File: config.mk
export PLATFORM = sky130hd
export DESIGN_NAME = rom_fetch_unit
export DESIGN_NICKNAME = d
export VERILOG_FILES = /design/src/rtl/rom_fetch_unit.sv
export SDC_FILE = /design/constraint.sdc
export NUM_CORES = 1
export LEC_CHECK = 0
export ABC_AREA = 1
export CAP_MARGIN = 20
export CORE_UTILIZATION = 52
export DETAILED_ROUTE_END_ITERATION = 16
export GPL_ROUTABILITY_DRIVEN = 0
export PLACE_DENSITY = 0.77
export SLEW_MARGIN = 40
export SYNTH_ARGS = -nofsm -noshare
export SYNTH_HDL_FRONTEND = slang
export SYNTH_SLANG_ARGS = --single-unit
File: constraint.sdc
create_clock -name clk -period 6.1 [get_ports clk]
set_clock_uncertainty 0.1 [all_clocks]
set_input_delay 0.61 -clock clk [delete_from_list [all_inputs] [get_ports clk]]
set_output_delay 0.61 -clock clk [all_outputs]
set_load 0.005 [all_outputs]
File: src/rtl/rom_fetch_unit.sv
// Instruction fetch stage behind the boot ROM: drives the ROM address, tags each
// returned word with its fetch PC and queues it in a small circular prefetch FIFO.
module rom_fetch_unit #(
    parameter logic [15:0] RESET_PC = 16'h0040,
    parameter int unsigned DEPTH    = 2,
    parameter logic [15:0] STEP     = 16'd4
) (
    input  logic                    clk,
    input  logic                    reset,
    input  logic                    fetch_enable,
    output logic [15:0]             rom_address,
    input  logic [31:0]             rom_data,
    input  logic                    redirect_valid,
    input  logic [15:0]             redirect_pc,
    output logic                    instr_valid,
    input  logic                    instr_ready,
    output logic [31:0]             instr_data,
    output logic [15:0]             instr_pc,
    output logic [$clog2(DEPTH):0]  fifo_count
);

    localparam int unsigned AW = $clog2(DEPTH);
    localparam logic [AW:0] FULL = (AW+1)'(DEPTH);

    logic [15:0]   fetch_pc;
    logic [31:0]   mem_data [DEPTH];
    logic [15:0]   mem_pc   [DEPTH];
    logic [AW-1:0] rd_ptr;
    logic [AW-1:0] wr_ptr;
    logic [AW:0]   count;
    logic [31:0]   hold_data;
    logic [15:0]   hold_pc;
    logic          pop;
    logic          push;

    assign rom_address = fetch_pc;
    assign fifo_count  = count;
    assign instr_valid = (count != '0);

    // An empty FIFO shows the last delivered head rather than stale storage.
    assign instr_data = instr_valid ? mem_data[rd_ptr] : hold_data;
    assign instr_pc   = instr_valid ? mem_pc[rd_ptr]   : hold_pc;

    always_comb begin
        pop  = 1'b0;
        push = 1'b0;
        if (!redirect_valid) begin
            pop  = instr_valid & instr_ready;
            push = fetch_enable & ((count < FULL) | pop);
        end
    end

    always_ff @(posedge clk) begin
        if (reset) begin
            fetch_pc  <= RESET_PC;
            rd_ptr    <= '0;
            wr_ptr    <= '0;
            count     <= '0;
            hold_data <= '0;
            hold_pc   <= '0;
        end else if (redirect_valid) begin
            fetch_pc <= redirect_pc;
            rd_ptr   <= '0;
            wr_ptr   <= '0;
            count    <= '0;
            if (instr_valid) begin
                hold_data <= mem_data[rd_ptr];
                hold_pc   <= mem_pc[rd_ptr];
            end
        end else begin
            if (instr_valid) begin
                hold_data <= mem_data[rd_ptr];
                hold_pc   <= mem_pc[rd_ptr];
            end
            if (push) begin
                fetch_pc <= fetch_pc + STEP;
                wr_ptr   <= wr_ptr + AW'(1);
            end
            if (pop) begin
                rd_ptr <= rd_ptr + AW'(1);
            end
            count <= count + (AW+1)'(push) - (AW+1)'(pop);
        end
    end

    // Storage needs no reset; occupancy and pointers define what is live.
    always_ff @(posedge clk) begin
        if (!reset && !redirect_valid && push) begin
            mem_data[wr_ptr] <= rom_data;
            mem_pc[wr_ptr]   <= fetch_pc;
        end
    end

endmodule

Yosys cells after proc, flatten, opt, wreduce, memory -nomap -nowiden
Memory sizes are Yosys's and may differ from the RTL's. A register that Yosys moved wholly into a read port is not among the register bits. Cells that the tools add are included.

Register bits: 68. Memory bits (writable): 96. Memories: 2.

Memories: mem_data (words 2, bits a word 32, read ports 1, clocked after Yosys merged registers in 1, wr ports 1, line 26) `logic [31:0] mem_data [DEPTH];`; mem_pc (words 2, bits a word 16, read ports 1, clocked after Yosys merged registers in 1, wr ports 1, line 27) `logic [15:0] mem_pc [DEPTH];`.

$add $sub $neg: 5. $lt $le $gt $ge: 1. Multiplexer cells: 12. Bitwise gates (word level): 3. Reduce and logical (&&, ||, !) cells: 7.

Operator list (number): 2-to-1 mux 16 bit (3); 2-to-1 mux 32 bit (1); adder 16 x 3 -> 16 bit (second input constant) (1); 2-to-1 mux 1 bit (8); nonzero test 2 bit (2); adder 1 bit (second input constant) (2); adder 2 x 1 -> 2 bit (1); AND 1 bit (2); logical AND 1 bit (2); logical NOT 1 bit (2); less-than comparator 2 bit (second input constant) (1); OR reduction 2 bit (1); subtractor 2 x 1 -> 2 bit (1); OR 1 bit (1).

Longest topological paths before layout
Depth after elaboration: 8. Depth in mapped cells: 11. Depth with buffers taken out: 11.

Least setup slack after synthesis
Ideal clock, no wire load.

Kind: input port to flip-flop. Start: input reset. End: memory mem_data[0][0] (enable). Arrival: 4332 ps. Setup slack: 1155 ps. Stages: 4. Buffers on the path: 1. Path through: clkbuf_1 -> nor2_1 -> inv_1 -> nor3_1.

Longest elaborated chain between the ends: 5.

Ends and longest elaborated chain: from (decl) (line 9) `input logic reset,`; logical NOT 1 bit (line 88) `if (!reset && !redirect_valid && push) begin`; logical AND 1 bit (2 in a row) (line 88); 2-to-1 mux 1 bit (line 88); 2-to-1 mux 1 bit (not written as such) (line 89) `mem_data[wr_ptr] <= rom_data;`; to (decl) (line 26).

Every way passes these cells.

Final worst setup path
Start: register count[1], in the netlist fifo_count[1]. End: output instr_pc[1].

Longest elaborated chain between the ends: 2.

Ends and longest elaborated chain: from (decl) (line 30) `logic [AW:0] count;`; from (signal assigned) (line 82) `count <= count + (AW+1)'(push) - (AW+1)'(pop);`; nonzero test 2 bit (line 38) `assign instr_valid = (count != '0);`; 2-to-1 mux 16 bit; to (decl) (line 18) `output logic [15:0] instr_pc,`.

Every way passes these cells.

==> implementation parameters <==
Parameter                              Value

Setup path
  Arrival time at the worst endpoint ... between 3 and 4 ns
  Critical Path Start Type ... register
  Critical Path Sink Type ... output port
  Worst R2R Path Depth ... 5
  Worst flop-to-flop path startpoint ... fifo_count[1]
  Required time at the endpoint of the critical path ... between 5 and 6 ns
  Setup CP Type ... register to output port
  Critical R2R Capture ... hold_data[23]
  Max FO, Critical Path ... 50
  Register-to-Register Setup Slack ... 3.63 ns

Synth
  Mapped Avg Cell Area ... 10.7 um^2
  Number of distinct library cells after synthesis ... 30
  Mapped Area ... 6390 um^2
  Number of warnings printed during yosys synthesis ... 0
  Number of flops mapped to enable cells by yosys ... 96
  #FFs+latches synth ... 165
  Proportion of synthesized chip area in sequential cells ... roughly two thirds
  Most used DFF post-synth ... sky130_fd_sc_hd__edfxtp_1
  Gate count of the mapped netlist ... slightly below 600
  Synthesized net count ... between 600 and 700
  Proportion of register bits with asynchronous set or reset after synthesis ... 0%

Floorplanning
  Row Count ... 40
  Die Ht ... 113 um
  Starting utilization of the core area ... around 53%
  Die Span X ... ~110 um
  Placeable core region ... approximately 12000 um^2
  Number of top-level design ports ... 120
  Die Footprint ... between 10000 and 15000 um^2

Route
  Residual antenna-violating net count after detailed routing ... 0
  DRC violation count after routing ... 0
  Detailed router's first-iteration violation count ... 365
  Via density per instance ... 5.58
  Drt pass-1 iters ... 7
  Total routed wirelength ... between 10000 and 15000 um
  Average wire per standard cell ... 16.2 um
  Vias ... 4848

Run status
  Status ... finished, final reports clean

Global routing
  Maximum number of pins on one net before global-route repair ... 66
  Total gr overflow ... 0
  First-pass GRT wire length ... 22300 um
  Antenna violations before repair ... 0
  Global-route total usage across every layer ... roughly 23%
  Number of global-route vias before repair ... about 4800

Min path
  Hold Path Cell Cnt ... 1
  Worst min-delay path category ... register to register
  Start point of the worst min-delay path ... rd_ptr

Clock network
  PostCTS Resize Cnt ... 0
  Number of buffers created by CTS ... 17
  Maximum number of buffers from clock root to sink ... 2
  Clock-pin transition on the worst setup and hold timing paths ... 0.06 ns
  Hold-fix buffers, CTS ... 0
  Sink Count ... 165
  Post-CTS Setup Bufs ... 0
  CTS tree ... yes
  Insertion delay to the later sink of the worst-skew pair ... ~0.43 ns
  Root cell of the clock tree ... sky130_fd_sc_hd__clkbuf_16
  Maximum level of the CTS H-tree ... 4

Final layout
  Area added between synthesis and finish ... 29.0%
  Antenna Cells ... 0
  Non-filler cells in the finished layout ... between 800 and 900
  Nets ... approximately 770
  Most frequent standard cell in the layout excluding fill and tap cells ... sky130_fd_sc_hd__clkdlybuf4s50_1
  Share of layout cells above drive strength 1 ... roughly 6.4%
  Final Cell Area ... between 8000 and 9000 um^2
  Commonest cells after routing, fill and taps aside ... 118 x sky130_fd_sc_hd__clkdlybuf4s50_1, 113 x sky130_fd_sc_hd__a21oi_1, 96 x sky130_fd_sc_hd__nand2_1, 96 x sky130_fd_sc_hd__edfxtp_1, 68 x sky130_fd_sc_hd__dfxtp_1
  Final core utilization ... about 69%

STA
  Pin slew with the least headroom to its limit ... between 0.7 and 0.8 ns
  Worst slew margin ... roughly 49%
  Worst Hold Margin ... between 0.3 and 0.4 ns
  Final setup vio count ... 0
  Maximum operating frequency ... 260 MHz
  Final hold vios ... 0
  Setup TNS ... 0 ns
  RSZ-0062 raised after global routing ... false
  Count of final max-slew check failures ... 0
  Share of the clock period used by the worst path after layout ... between 60% and 70%
  Clock period minus final worst setup slack ... roughly 3.8 ns

Placement
  Half-perimeter wire length of the detailed placement result ... approximately 8500 um
  Placed cell area ... 7650 um^2
  Port bufs ... between 100 and 150
  Count of placed standard cells including taps ... approximately 840

Power and ir drop
  Total leakage power ... 3.08 nW
  Power per unit of standard cell area ... between 300 and 400 nW/um^2
  Peak VDD IR ... 0.170 mV

Flow run
  Number of violations of the max-capacitance limit ... 0
## where the power goes
group | leakage [nW] | switching (mW) | internal (mW)
clock network | 0.282 | 0.401 | 0.648
logic | 1.36 | 0.127 | 0.140
registers | 1.44 | 0.0225 | 1.22
total | 3.08 | 0.551 | 2.01
## metrics by stage
step           power [mW]  worst slack [ns]
2_1_floorplan        1.38              1.16
3_3_place_gp         1.52              2.85
3_5_place_dp         1.53              2.72
4_1_cts              2.58              2.46
5_1_grt              2.65              2.06
6_report             2.56              2.26
## registers in the layout, summed over array words and instances, names as in the netlist, named ones only
name	cells
rd_ptr	1
mem_data	64
mem_pc	32
fifo_count	2
rom_address	16
hold_data	32
wr_ptr	1
hold_pc	16
## area by class of cell
| type | instances | area, um^2 |
|---|---|---|
| clock inverter | 11 | 133 |
| fill | 888 | 3770 |
| multi-input combinational | 372 | 1870 |
| inverter | 28 | 108 |
| tap | 147 | 184 |
| sequential | 165 | 4270 |
| timing repair buffer | 125 | 1230 |
| clock buffer | 21 | 450 |
## synth_stat cells (3+ instances only)
library cell               number  area, um^2
sky130_fd_sc_hd__nor2_1        64         240
sky130_fd_sc_hd__xor2_1         4        35.0
sky130_fd_sc_hd__ha_1           3        37.5
sky130_fd_sc_hd__nor3_1         3        15.0
sky130_fd_sc_hd__nand3_1       13        65.1
sky130_fd_sc_hd__buf_4          4        30.0
sky130_fd_sc_hd__clkbuf_1       9        33.8
sky130_fd_sc_hd__o21ai_0        8        40.0
sky130_fd_sc_hd__nand4_1        3        18.8
sky130_fd_sc_hd__a21oi_1      113         566
sky130_fd_sc_hd__inv_1         27         101
sky130_fd_sc_hd__nand2_1       96         360
sky130_fd_sc_hd__buf_2         14        70.1
sky130_fd_sc_hd__edfxtp_1      96        2880
sky130_fd_sc_hd__dfxtp_1       69        1380
sky130_fd_sc_hd__o21ai_1        4        20.0
sky130_fd_sc_hd__a211oi_1      48         360
## per-layer routing
layer	vias to the layer above	routed length, um	GRT usage (%)
li1	2355	-	-
met1	2294	5770	27.0
met2	182	7250	40.4
met3	17	849	6.16
met4	0	216	9.24
met5	-	0	0
## kinds of logic (layout without fill, tap and decap cells)
group / after synthesis / in the layout / share of synthesized area (%)
DFF: 165 / 165 / 66.7
xor gates and xnor gates: 5 / 5 / 0.685
AOI/OAI and AO/OA: 177 / 177 / 15.9
and+or+nand+nor: 187 / 187 / 11.9
adders and majority gates: 3 / 3 / 0.588
buffers and inverters: 59 / 185 / 4.21
## worst max path at each step
| stage | cells past startpoint | slack (ns) | startpoint | endpoint |
|---|---|---|---|---|
| after floorplan | 4 | 1.16 | reset | mem_data[0][0] |
| after global placement | 9 | 2.85 | redirect_valid | fifo_count[1] |
| after detailed placement | 9 | 2.72 | redirect_valid | fifo_count[1] |
| after CTS | 6 | 2.46 | fifo_count[1] | instr_data[26] |
| after global routing | 6 | 2.06 | fifo_count[1] | instr_pc[1] |
| final | 6 | 2.26 | fifo_count[1] | instr_pc[1] |
## worst max-delay path, cell delays in order, from the launching register on
cell and delay (ns):
sky130_fd_sc_hd__dfxtp_1 0.37, sky130_fd_sc_hd__nor2_4 0.11, sky130_fd_sc_hd__buf_4 0.47, sky130_fd_sc_hd__clkinv_2 0.72, sky130_fd_sc_hd__nor2_1 0.42, sky130_fd_sc_hd__a21oi_1 0.10, sky130_fd_sc_hd__clkdlybuf4s50_1 0.48
Power figures use the tool's default switching activity.
==> edit, RTL diff (same flow settings) <==
The parameter `DEPTH` goes from 2 to 4.
--- a/src/rtl/rom_fetch_unit.sv
+++ b/src/rtl/rom_fetch_unit.sv
@@ -4,3 +4,3 @@
     parameter logic [15:0] RESET_PC = 16'h0040,
-    parameter int unsigned DEPTH    = 2,
+    parameter int unsigned DEPTH    = 4,
     parameter logic [15:0] STEP     = 16'd4
Ports: changed (resized fifo_count); port bits go from 120 to 121. The function was not compared with the original's and may differ.
==> edit against the unedited design <==
  * Power grew 49%
  * Worst setup slack gained 220 ps
  * Sequential cell count grew 100
  * Utilization shrank 3.2 points
  * Die area grew 65%
  * Critical path depth grew 2
  * Routed wire length grew 58%
  * Cell count grew 64%
  * Area after synthesis grew 66%
  * Design area grew 56%
  * Sequential power grew 61%
  * Highest routed layer unchanged
==> edit: results (changes against the unedited design) <==
stage;metric;value;unit;change
status;status;finished, final reports clean;;
finish;nNonClkInverters;33;;+18%
power_and_ir_drop;peakVddDrop;0.2093;mV;+23%
detailed_routing;met3_wirelength;1566;um;+84%
detailed_routing;dr_total_vias;7395;;+53%
finish;nonClkBufAreaFrac;0.1027;;-0.04676
worst_setup_path;critPathMaxFanout;49;;-2.0%
global_routing;use_met1;0.2909;;+0.02122
detailed_routing;drtPass1Iterations;5;;-2
yosys;synth_xor_area_frac;0.003300;;-0.003555
global_routing;grt_max_degree;97;;+47%
worst_setup_path;cpPeakStageDelay;520;ps;-200 ps
finish;seq_area;0.007232;mm^2;+69%
global_routing;use_met3;0.03027;;-0.03132
clocking;cts-buffers-inserted;26;;+9
yosys;synth_compound_area_frac;0.08497;;-0.07406
finish;clock_cell_area_share;0.06705;;-0.003712
global_routing;grt_pass1_vias;6997;;+44%
finish;drive_gt1_frac;0.06105;;-0.002663
detailed_routing;wl_met2;10640;um;+47%
detailed_routing;routed_wl;22210;um;+58%
yosys;synthAdderAreaFrac;0.01014;;+0.004260
finish;nFillCells;1472;;+66%
power_and_ir_drop;p_comb_frac;0.065;;-0.039
power_and_ir_drop;seq_power_share;0.523;;+0.037
yosys;synth_common_cells;nand2_1, nor2_1, edfxtp_1, dfxtp_1, o21ai_0;;
==> edit: changes by cell type after synthesis, sizes merged, moves of 6 or more <==
cell,unedited run,this run
nand3,13,19
a211oi,48,0
nand2,98,253
clkbuf,9,17
o21ai,12,113
a21oi,113,60
buf,22,33
edfxtp,96,192
nor2,67,222
==> edit: through the flow <==
step / util / cells / setup WS (ps) / area, um^2 / hold WS, ps
after global routing: 0.6539 / 1428 / 2299 / 12890 / 384.1
after floorplan: - / 1035 / 2308 / 10620 / 350.8
after global placement: 0.6052 / 1376 / 2428 / 11930 / 358.9
final: 0.6539 / 1428 / 2476 / 12890 / 370.0
after detailed placement: 0.6078 / 1378 / 2360 / 11980 / 363.8
after CTS: 0.6516 / 1426 / 2443 / 12850 / 373.3
==> edit: worst paths after layout <==
check / cells after the start / to
max reg2reg: 12 / fifo_count[2]$_SDFF_PP0_
min: 2 / hold_data[26]$_SDFF_PP0_
max: 8 / instr_pc[2]
min reg2reg: 2 / hold_data[26]$_SDFF_PP0_
